File: config.mk
export PLATFORM = sky130hd
export DESIGN_NAME = id_exe_stage
export DESIGN_NICKNAME = d
export VERILOG_FILES = /design/src/rtl/id_exe_stage_pkg.sv /design/src/rtl/id_exe_stage_hazard_detect.sv /design/src/rtl/id_exe_stage.sv
export SDC_FILE = /design/constraint.sdc
export NUM_CORES = 1
export LEC_CHECK = 0
export BUFFER_PORTS_ARGS = -buffer_cell sky130_fd_sc_hd__buf_4
export CORE_UTILIZATION = 34
export CTS_CLUSTER_SIZE = 16
export DETAILED_ROUTE_END_ITERATION = 10
export GPL_TIMING_DRIVEN = 1
export PLACE_DENSITY = 0.72
export SLEW_MARGIN = 20
export SYNTH_ARGS = -nofsm -noshare
export SYNTH_HDL_FRONTEND = slang
export SYNTH_SLANG_ARGS = --single-unit
export TNS_END_PERCENT = 5
File: constraint.sdc
create_clock -name clk -period 4 [get_ports clk]
set_input_delay 0.4 -clock clk [delete_from_list [all_inputs] [get_ports clk]]
set_output_delay 0.4 -clock clk [all_outputs]
set_load 0.005 [all_outputs]
File: src/rtl/id_exe_stage_pkg.sv
// Shared encodings and the ID/EXE bundle for the id_exe_stage slice.
// mem_reg values select the writeback source; only MEMREG_ALU is forwardable.
package id_exe_stage_pkg;

    localparam int ALU_OP_W = 4;
    localparam int MEM_REG_W = 3;

    localparam logic [MEM_REG_W-1:0] MEMREG_ALU = 3'b001;
    localparam logic [MEM_REG_W-1:0] MEMREG_LW  = 3'b010;
    localparam logic [MEM_REG_W-1:0] MEMREG_LH  = 3'b011;
    localparam logic [MEM_REG_W-1:0] MEMREG_LHU = 3'b100;
    localparam logic [MEM_REG_W-1:0] MEMREG_LB  = 3'b101;
    localparam logic [MEM_REG_W-1:0] MEMREG_LBU = 3'b110;

    typedef struct packed {
        logic                 valid;
        logic [31:0]          a;
        logic [31:0]          b;
        logic [31:0]          imm;
        logic [4:0]           dreg;
        logic                 we;
        logic [MEM_REG_W-1:0] mem_reg;
        logic [ALU_OP_W-1:0]  alu_op;
    } id_ex_t;

    localparam id_ex_t EXE_BUBBLE = '{
        valid:   1'b0,
        a:       32'd0,
        b:       32'd0,
        imm:     32'd0,
        dreg:    5'd0,
        we:      1'b0,
        mem_reg: MEMREG_ALU,
        alu_op:  '0
    };

endpackage

File: src/rtl/id_exe_stage_hazard_detect.sv
// Load-use hazard detection between the ID instruction and the EXE producer.
// ALU results are forwarded, so only non-ALU writers to a live register stall.
module hazard_detect
    import id_exe_stage_pkg::*;
(
    input  logic                 id_valid,
    input  logic [4:0]           id_rs,
    input  logic [4:0]           id_rt,
    input  logic                 id_use_rs,
    input  logic                 id_use_rt,
    input  logic                 exe_valid,
    input  logic                 exe_we,
    input  logic [4:0]           exe_dreg,
    input  logic [MEM_REG_W-1:0] exe_mem_reg,
    output logic                 hazard
);

    logic producer_late;
    logic rs_hit;
    logic rt_hit;

    always_comb begin
        producer_late = exe_valid & exe_we
                      & (exe_dreg != 5'd0)
                      & (exe_mem_reg != MEMREG_ALU);
        rs_hit = id_use_rs & (id_rs == exe_dreg);
        rt_hit = id_use_rt & (id_rt == exe_dreg);
        hazard = id_valid & producer_late & (rs_hit | rt_hit);
    end

endmodule

File: src/rtl/id_exe_stage.sv
// ID/EXE pipeline register with load-use bubble insertion and a
// saturating count of the bubbles it inserted.
module id_exe_stage
    import id_exe_stage_pkg::*;
#(
    parameter int STALL_CNT_W = 16
) (
    input  logic                   clk,
    input  logic                   rst,
    input  logic                   id_valid,
    input  logic [4:0]             id_rs,
    input  logic [4:0]             id_rt,
    input  logic                   id_use_rs,
    input  logic                   id_use_rt,
    input  logic [31:0]            id_a,
    input  logic [31:0]            id_b,
    input  logic [31:0]            id_imm,
    input  logic [4:0]             id_dreg,
    input  logic                   id_we,
    input  logic [MEM_REG_W-1:0]   id_mem_reg,
    input  logic [ALU_OP_W-1:0]    id_alu_op,
    input  logic                   exe_flush,
    input  logic                   ext_stall,
    output logic                   exe_valid,
    output logic [31:0]            exe_a,
    output logic [31:0]            exe_b,
    output logic [31:0]            exe_imm,
    output logic [4:0]             exe_dreg,
    output logic                   exe_we,
    output logic [MEM_REG_W-1:0]   exe_mem_reg,
    output logic [ALU_OP_W-1:0]    exe_alu_op,
    output logic                   stall_if_id,
    output logic [STALL_CNT_W-1:0] lu_stall_cnt
);

    localparam logic [STALL_CNT_W-1:0] CNT_ONE =
        {{(STALL_CNT_W-1){1'b0}}, 1'b1};

    id_ex_t exe_q;
    id_ex_t id_pkt;
    logic   hazard;

    hazard_detect u_hazard (
        .id_valid    (id_valid),
        .id_rs       (id_rs),
        .id_rt       (id_rt),
        .id_use_rs   (id_use_rs),
        .id_use_rt   (id_use_rt),
        .exe_valid   (exe_q.valid),
        .exe_we      (exe_q.we),
        .exe_dreg    (exe_q.dreg),
        .exe_mem_reg (exe_q.mem_reg),
        .hazard      (hazard)
    );

    // A non-instruction must never reach writeback with its write enable set.
    always_comb begin
        id_pkt.valid   = id_valid;
        id_pkt.a       = id_a;
        id_pkt.b       = id_b;
        id_pkt.imm     = id_imm;
        id_pkt.dreg    = id_dreg;
        id_pkt.we      = id_we & id_valid;
        id_pkt.mem_reg = id_mem_reg;
        id_pkt.alu_op  = id_alu_op;
    end

    always_comb begin
        stall_if_id = ext_stall | (hazard & ~exe_flush);
    end

    always_ff @(posedge clk or posedge rst) begin
        if (rst) begin
            exe_q        <= EXE_BUBBLE;
            lu_stall_cnt <= '0;
        end else if (!ext_stall) begin
            if (exe_flush) begin
                exe_q <= EXE_BUBBLE;
            end else if (hazard) begin
                exe_q <= EXE_BUBBLE;
                if (lu_stall_cnt != '1) begin
                    lu_stall_cnt <= lu_stall_cnt + CNT_ONE;
                end
            end else begin
                exe_q <= id_pkt;
            end
        end
    end

    always_comb begin
        exe_valid   = exe_q.valid;
        exe_a       = exe_q.a;
        exe_b       = exe_q.b;
        exe_imm     = exe_q.imm;
        exe_dreg    = exe_q.dreg;
        exe_we      = exe_q.we;
        exe_mem_reg = exe_q.mem_reg;
        exe_alu_op  = exe_q.alu_op;
    end

endmodule
# After elaboration in Yosys (flattened, before gate mapping)

Index checks and enable logic that the tools add are counted.

Register bits after elaboration: 126
Latch bits: 0
Memories kept: 0
Memory bits (read-only): 0
Bits in writable memories: 0
Output and inout port bits: 127
Logic and storage cells: 31

Equality and inequality tests: 4
Shifts and indexed selects: 0
$lt $le $gt $ge: 0
Multiply operators: 0
Bitwise logic cells: 13
Reduce and logical (&&, ||, !) cells: 2
Add/sub/neg operators: 1
Divide/modulo/power cells: 0
Muxes and demuxes: 2

Operators by type and width:

| operator              | count |
|---|---|
| $mux 110              | 2 |
| $add 16x1->16 const B | 1 |
| $ne 16x16->1 const B  | 1 |
| $eq 5x5->1            | 2 |
| $and 1x1->1           | 9 |
| $reduce_bool 5->1     | 1 |
| $reduce_and 4->1      | 1 |
| $ne 3x1->1 const B    | 1 |
| $not 1->1             | 2 |
| $or 1x1->1            | 2 |

# Logic depth before layout (Yosys ltp)

Gate-level depths: netlist of the first run.

Depth after elaboration: 7
Mapped depth: 7
Gate-level depth less buffers: 6

# Hierarchy

Synthesis of the first run repeated with hierarchy kept, for this count alone.

Cell total of the unflattened synthesis: 344
Area total of the unflattened synthesis: 4828.4 µm²

By module, submodules not included:

| module        | cells each | instances | area each (µm²) | seq. area each (µm²) |
|---|---|---|---|---|
| id_exe_stage  | 324        | 1         | 4680.7          | 3154.3 |
| hazard_detect | 20         | 1         | 147.6           | 0.0 |

# Worst setup path after synthesis of the first run

No wires, ideal clock.

Kind: register to output
Start: register exe_q (netlist bit exe_dreg[1])
End: output port stall_if_id
Buffers on the path: 1
Stages on the path, launching flop included: 7
Required time: 3600 ps
Setup slack: 2124 ps
Arrival time: 1476 ps
Cell sequence: dfrtp_1 > xnor2_1 > nand4_1 > o22ai_2 > buf_2 > nand2_1 > o21bai_1

Cells in the longest elaborated chain, start to end: 7
Elaborated cells on any way between the ends: 12
Classes of those cells: 2 x eq/ne; 9 x bitwise; 1 x reduce/logical

RTL lines:

| what                   | RTL line                         | RTL |
|---|---|---|
| start, declared        | id_exe_stage.sv:39               | `id_ex_t exe_q;` |
| start signal, assigned | id_exe_stage.sv:85               | `exe_q <= id_pkt;` |
| $reduce_bool 5->1      | id_exe_stage_hazard_detect.sv:24 | `& (exe_dreg != 5'd0)` |
| $and 1x1->1            | id_exe_stage_hazard_detect.sv:24 |  |
| $and 1x1->1            | id_exe_stage_hazard_detect.sv:25 | `& (exe_mem_reg != MEMREG_ALU);` |
| $and 1x1->1            | id_exe_stage_hazard_detect.sv:28 | `hazard = id_valid & producer_late & (rs_hit \| rt_hit);` |
| $and 1x1->1 (*)        | id_exe_stage_hazard_detect.sv:28 |  |
| $and 1x1->1 (*)        | id_exe_stage.sv:69               | `stall_if_id = ext_stall \| (hazard & ~exe_flush);` |
| $or 1x1->1 (*)         | id_exe_stage.sv:69               |  |
| end, declared          | id_exe_stage.sv:32               | `output logic stall_if_id,` |

Every way passes the cells marked *; elsewhere a longest branch is shown, timed or not.

# Worst setup path in the final report of the first run

Ends and elaborated chain as after synthesis.

==> flow_metrics.tcl, run 1 <==
set metrics [dict create \
    synth_cells 353 \
    post-route-util_pct 53.7 \
    fp.dieArea_mm2 0.0149 \
    rsz0062_at_grt "false" \
    vias 3927 \
    grt.total_usage_pct 17.4 \
    multi_input_area_mm2 0.00156 \
    r2r-start "exe_dreg[1]$_DFFE_PP0N_" \
    wl_mm 12.9 \
    fillers 1198 \
    synth-edff-count 0 \
    cts_resized 0 \
    ctsHoldBuffers 0 \
    regToRegEndpoint "exe_b[27]$_DFFE_PP0N_" \
    cp_data_arrival_time_ns 2.31 \
    drv_cap 0 \
    dr.pass1.iters 4 \
    power_uw 3400 \
    finalHoldViolCount 0 \
    cts-root-buf "clkbuf_16" \
    slowest_stage "o22ai_2" \
    clock_latency_ns 0.41 \
    die_h_um 122 \
    die_w_um 122 \
    regArea_mm2 0.00315 \
    final_antenna_net_count 0 \
    path_clk_slew_ns 0.06 \
    dpl.hpwl_mm 8.93 \
    cp-end-kind "output pin" \
    finalCritPeriodShare_pct 67.8 \
    status "complete, no violations" \
    h-tree-depth 4 \
    start_kind "flip-flop" \
    reg2reg_slack_ns 1.66 \
    synthFlopType "dfrtp_1" \
    grt_max_degree 111 \
    grt_pass1_wl_mm 19.7 \
    ys_seq_area_share_pct 64.3 \
    timing.critical_path.cells "xnor2_1 -> nand4_1 -> o22ai_2 -> nand2_1 -> o21bai_1 -> buf_4" \
    numCtsBuffers 17 \
    async_flop_share_pct 100 \
    worst_slew_pin_slew_ns 0.800 \
    synth_nets 480 \
    diodes 0 \
    timing.final.max_slew_violations 0 \
    slowest_delay_ns 0.65 \
    grt_pass1_vias 3943 \
    via_per_inst 4.95 \
    fmax_ghz 0.369 \
    numPortBuffers 252 \
    tns_ns 0 \
    p_leak_uw 0.00381 \
    initial_utilization_pct 35.1 \
    synth_top_area_share_pct 63.7 \
    wl_per_cell_um 16.3 \
    crit_type "reg -> out" \
    postCtsSetupBuffers 0 \
    relSlewSlack_pct 46.6 \
    synth_area_mm2 0.00491 \
    synth-seq-cells 126 \
    clock_path_buffers 2 \
    synth.avg_cell_area_um2 13.9 \
    cts_tree "done" \
    cellPowerDensity_mw_per_mm2 452 \
    gp_congestion 0.752 \
    drive_above_1_share_pct 48.5 \
    fin_crit_ns 2.71 \
    finalSetupViolCount 0 \
    final.setup_skew_ns 0.00752 \
    gr-total-overflow 0 \
    rows 43 \
    pin_count 253 \
    worst_ir_drop_vdd_mv 0.259 \
    r2r_cells 6 \
    crit_fanout 17 \
    yosysWarningCount 0 \
    yosysTopAreaCell "dfrtp_1" \
    required_ns 3.60 \
    nNetsFinal 728 \
    netlist-cell-type-count 30 \
    clock-sinks 126 \
    final_cell_area_mm2 0.00751 \
    yosys-top-cells-area "dfrtp_1 (64%), a22o_1 (19%), xnor2_1 (4.1%), buf_6 (2.5%), nand4_1 (1.9%)" \
    coreArea_mm2 0.0140 \
    area_delta_synth_final_pct 53.1 \
    holdCritPathClass "in -> async" \
    placed_area_mm2 0.00690 \
    drc 0 \
    antenna_found_initial 0 \
    first_iter_violations 224 \
]
-- power by group --
part | leakage (uW) | switching (uW) | internal, uW
logic | 0.00186 | 160 | 261
registers | 0.00165 | 59.5 | 1360
clock network | 0.000292 | 530 | 1030
-- cell families (layout without fill, tap and decap cells) --
family	Yosys count	after routing	synth area share, %
adder cells (fa/ha/maj)	1	1	0.255
AO/OA/AOI/OAI	113	113	20.2
XOR/XNOR	23	23	4.10
flip-flops	126	126	64.3
AND/OR/NAND/NOR	57	57	6.50
buffers and inverters	30	291	4.03
multiplexers	3	3	0.688
-- synth_stat cells, types with 2 or more instances --
master and n:
dfrtp_1 125, clkbuf_1 14, nor2_1 8, nor4_1 2
nand2_1 8, inv_1 3, buf_2 2, and3_1 3
mux2_2 3, nand3_1 9, nor3_1 3, xnor2_1 23
a22o_1 108, buf_6 11, or2_2 2, nand4_1 15
-- stage by stage --
stage | setup WS (ns) | std cells | hold WS (ns)
finish | 1.29 | 794 | 0.136
CTS | 1.32 | 794 | 0.157
global placement | 1.79 | 762 | 0.495
floorplan | 0.246 | 353 | 0.488
detailed placement | 1.72 | 762 | 0.497
global route | 1.14 | 794 | 0.180
-- placed cells by master (no fill, tap or decap), drive strengths merged --
| cell type | Yosys | layout |
|---|---|---|
| nor3 | 3 | 3 |
| or3b | 1 | 1 |
| clkinv | 0 | 4 |
| or2 | 2 | 2 |
| mux2 | 3 | 3 |
| clkbuf | 14 | 22 |
| buf | 13 | 256 |
| nor4 | 2 | 2 |
| nand3 | 9 | 9 |
| and3 | 3 | 3 |
| xnor2 | 23 | 23 |
| ha | 1 | 1 |
| nand2b | 1 | 1 |
| a21oi | 2 | 2 |
| a32o | 1 | 1 |
| dfrtp | 125 | 125 |
| nand4 | 15 | 15 |
| and4 | 1 | 1 |
| clkinvlp | 0 | 3 |
| nor2b | 1 | 1 |
| o22ai | 1 | 1 |
| nor2 | 9 | 9 |
| bufinv | 0 | 3 |
| nand2 | 8 | 8 |
| nand4b | 1 | 1 |
| o21bai | 1 | 1 |
| dfstp | 1 | 1 |
| inv | 3 | 3 |
| a22o | 108 | 108 |
| or4 | 1 | 1 |
-- cell type report --
cell class	instances	area share, %
multi-input cells	197	20.8
clock buffers	22	6.31
clock inverters	10	1.81
flip-flops and latches	126	42.0
well taps	180	3.00
inverters	3	0.183
repair buffers	256	25.9
-- worst max-delay path: cells and delay by family (launching register included) --
family | cells | cell delay, ns
xor gates and xnor gates | 1 | 0.23
DFF | 1 | 0.46
buffers and inverters | 1 | 0.13
AOI/OAI and AO/OA | 2 | 0.81
and+or+nand+nor | 2 | 0.26
-- layer usage --
layer	part of all wire, %	GRT usage [%]	up-vias
met2	49	28.5	169
met1	41	20.7	1901
li1	-	-	1833
met4	2.4	8.69	0
met5	0	0	-
met3	7.5	5.52	24
-- worst max path at each step --
stage	startpoint	slack (ns)	endpoint	cells after the start
2_1_floorplan	rst	0.25	exe_a[0]$_DFFE_PP0N_	1
3_3_place_gp	id_rs[4]	1.79	exe_we$_DFFE_PP0N_	7
3_5_place_dp	id_rs[3]	1.72	exe_we$_DFFE_PP0N_	7
4_1_cts	exe_dreg[1]$_DFFE_PP0N_	1.32	stall_if_id	6
5_1_grt	exe_dreg[1]$_DFFE_PP0N_	1.14	stall_if_id	6
6_report	exe_dreg[1]$_DFFE_PP0N_	1.29	stall_if_id	6
Power figures use the tool's default switching activity.
==> run 2, diff against run 1 <==
--- a/config.mk
+++ b/config.mk
@@ -5,12 +5,13 @@
 export SDC_FILE = /design/constraint.sdc
 export NUM_CORES = 1
 export LEC_CHECK = 0
+export ABC_AREA = 1
 export BUFFER_PORTS_ARGS = -buffer_cell sky130_fd_sc_hd__buf_4
 export CORE_UTILIZATION = 34
 export CTS_CLUSTER_SIZE = 16
 export DETAILED_ROUTE_END_ITERATION = 10
 export GPL_TIMING_DRIVEN = 1
-export PLACE_DENSITY = 0.72
+export PLACE_DENSITY = 0.68
 export SLEW_MARGIN = 20
 export SYNTH_ARGS = -nofsm -noshare
 export SYNTH_HDL_FRONTEND = slang
==> constraint.sdc (replaced) <==
create_clock -name clk -period 2.5 [get_ports clk]
set_input_delay 0.25 -clock clk [delete_from_list [all_inputs] [get_ports clk]]
set_output_delay 0.25 -clock clk [all_outputs]
set_load 0.005 [all_outputs]
==> flow_metrics.tcl, run 2 <==
set metrics [dict create \
    path_clk_slew_ns 0.06 \
    holdCritPathClass "in -> reg" \
    layout_commonest_cell "nand2_1" \
    synth_top_family_by_area "simple AND/OR/NAND/NOR gates" \
    finalCritPeriodShare_pct 76.9 \
    worst_slew_pin_slew_ns 0.557 \
    die_h_um 133 \
    min_path_cells 3 \
    power.internal_uw 4190 \
    cts_tree "done" \
    drc 0 \
    cts_resized 0 \
    yosysMostFrequentCell "nand2_1" \
    yosysWarningCount 0 \
    p_clk_share_pct 46.1 \
    synth_common_cells "nand2_1 (298), dfrtp_1 (125), nand3_1 (81)" \
    dpl.hpwl_mm 11.2 \
    grt_pass1_vias 5281 \
    min_to "exe_b[20]$_DFFE_PP0N_" \
    die_w_um 133 \
    p_leak_uw 0.00466 \
    postCtsSetupBuffers 0 \
    synth_fa_ha_area_share_pct 0.215 \
    required_ns 2.25 \
    switching_share_pct 24.1 \
    drive_above_1_share_pct 37.9 \
    finalSetupViolCount 0 \
    final_cell_area_mm2 0.00851 \
    grt.total_usage_pct 19.1 \
    holdWs_ns 0.0594 \
    synth_top_area_share_pct 53.7 \
    clock_latency_ns 0.41 \
    cp-end-kind "output pin" \
    crit_fanout 5 \
    start_kind "flip-flop" \
    synth_cells 673 \
    final.setup_skew_ns 0.00944 \
    ctsHoldBuffers 1 \
    fp.dieArea_mm2 0.0177 \
    wl_mm 16.2 \
    placed_area_mm2 0.00789 \
    synth_xor_area_share_pct 2.10 \
    synth_area_mm2 0.00583 \
    ys_seq_area_share_pct 54.1 \
    gr-total-overflow 0 \
    synth-edff-count 0 \
    finalHoldViolCount 0 \
    clock_path_buffers 2 \
    gp_congestion 0.877 \
    synth_compound_area_share_pct 0.751 \
    numPortBuffers 252 \
    rsz0062_at_grt "false" \
    power_uw 5520 \
    coreArea_mm2 0.0166 \
    wl_per_cell_um 14.1 \
    via_per_inst 4.62 \
    r2r-start "exe_mem_reg[2]$_DFFE_PP0N_" \
    switchingPower_uw 1330 \
    regToRegEndpoint "exe_a[4]$_DFFE_PP0N_" \
    drv_cap 0 \
    reg2reg_slack_ns 0.60 \
    diodes 0 \
    area_delta_synth_final_pct 46.0 \
    synth-seq-cells 126 \
    pin_count 253 \
    status "complete, no violations" \
    grt_pass1_wl_mm 26.8 \
    worst_ir_drop_vdd_mv 0.427 \
    fmax_ghz 0.520 \
    synth_nets 800 \
    most-common-layout-cells "nand2_1 (298), buf_4 (256), dfrtp_1 (125)" \
    rows 47 \
    timing.final.max_slew_violations 0 \
    antenna_found_initial 0 \
    initial_utilization_pct 35.0 \
    dr.pass1.iters 4 \
    netlist-cell-type-count 24 \
    final_antenna_net_count 0 \
    tns_ns 0 \
    synth.avg_cell_area_um2 8.66 \
    yosysTopAreaCell "dfrtp_1" \
    crit_type "reg -> out" \
    holdCritStartpoint "id_b[20]" \
    yosys-top-cells-area "dfrtp_1 (54%), nand2_1 (19%), nand3_2 (7.0%), nand3_1 (7.0%), buf_6 (2.5%)" \
    clock-sinks 126 \
    fin_cells 1148 \
    vias 5309 \
    cellPowerDensity_mw_per_mm2 649 \
    fin_crit_ns 1.92 \
    r2r_cells 8 \
    synthFlopType "dfrtp_1" \
    p_seq_share_pct 41.0 \
    grt_max_degree 65 \
    cts-root-buf "clkbuf_16" \
    synth_simple_gate_area_share_pct 36.9 \
    relSlewSlack_pct 62.9 \
    h-tree-depth 4 \
    muxShareOfSynthArea_pct 0 \
    nNetsFinal 1043 \
    combPwrFrac_pct 12.9 \
    async_flop_share_pct 100 \
    first_iter_violations 223 \
    numCtsBuffers 17 \
    dpl.cell_count 1116 \
    cp_data_arrival_time_ns 1.67 \
]
[run 2: worst max-delay path, cell delays in order, from the launching register on]
cell	delay [ns]
dfrtp_1	0.45
inv_2	0.07
nand2_1	0.06
nand2_1	0.05
nor2_1	0.08
nand3_1	0.12
nand2_4	0.12
nand3_1	0.11
nand2_1	0.09
buf_4	0.11
[run 2: cell type report]
class                      count  area (um2)
tap                          220         275
timing repair buffer         262        2030
fill                        1623        8130
inverter                      27         105
sequential                   126        3150
clock buffer                  19         453
multi-input combinational    482        2330
clock inverter                12         160
[run 2: worst max path at each step]
stage               slack (ns)  cells past startpoint                 endpoint                    start
floorplan                 0.70                      1     exe_a[0]$_DFFE_PP0N_                      rst
global placement          0.58                     10    exe_a[31]$_DFFE_PP0N_  exe_dreg[1]$_DFFE_PP0N_
detailed placement        0.57                     10  exe_imm[29]$_DFFE_PP0N_  exe_dreg[1]$_DFFE_PP0N_
CTS                       0.53                      9              stall_if_id  exe_dreg[1]$_DFFE_PP0N_
global route              0.38                      8              stall_if_id  exe_dreg[1]$_DFFE_PP0N_
finish                    0.58                      9              stall_if_id  exe_dreg[1]$_DFFE_PP0N_
[run 2: per-layer routing]
metal  up-vias  global-route usage, %  routed length (um)
li1       2617                      -                   -
met1      2495                   24.4                7060
met2       180                   30.6                7840
met3        17                   5.59                1050
met4         0                   6.64                 213
met5         -                      0                   0
[run 2: cells by family (layout without fill, tap and decap cells)]
logic type               Yosys count  count (layout)
buffers and inverters             65             320
adder cells (fa/ha/maj)            1               1
flip-flops                       126             126
XOR/XNOR                          14              14
AO/OA/AOI/OAI                      8               8
AND/OR/NAND/NOR                  459             459
[run 2: power by group through the flow]
| stage | Sequential, uW | Clock (uW) | Combinational (uW) |
|---|---|---|---|
| global placement | 2290 | 0 | 718 |
| detailed placement | 2290 | 0 | 726 |
| finish | 2260 | 2550 | 712 |
| floorplan | 2300 | 0 | 249 |
| CTS | 2260 | 2620 | 727 |
| global route | 2280 | 2720 | 791 |
[run 2: through the flow]
| stage | util (%) | setup slack, ns |
|---|---|---|
| after floorplan | - | 0.698 |
| after global placement | 47.4 | 0.577 |
| after detailed placement | 47.4 | 0.575 |
| after CTS | 51.2 | 0.535 |
| after global routing | 51.2 | 0.384 |
| final | 51.2 | 0.577 |
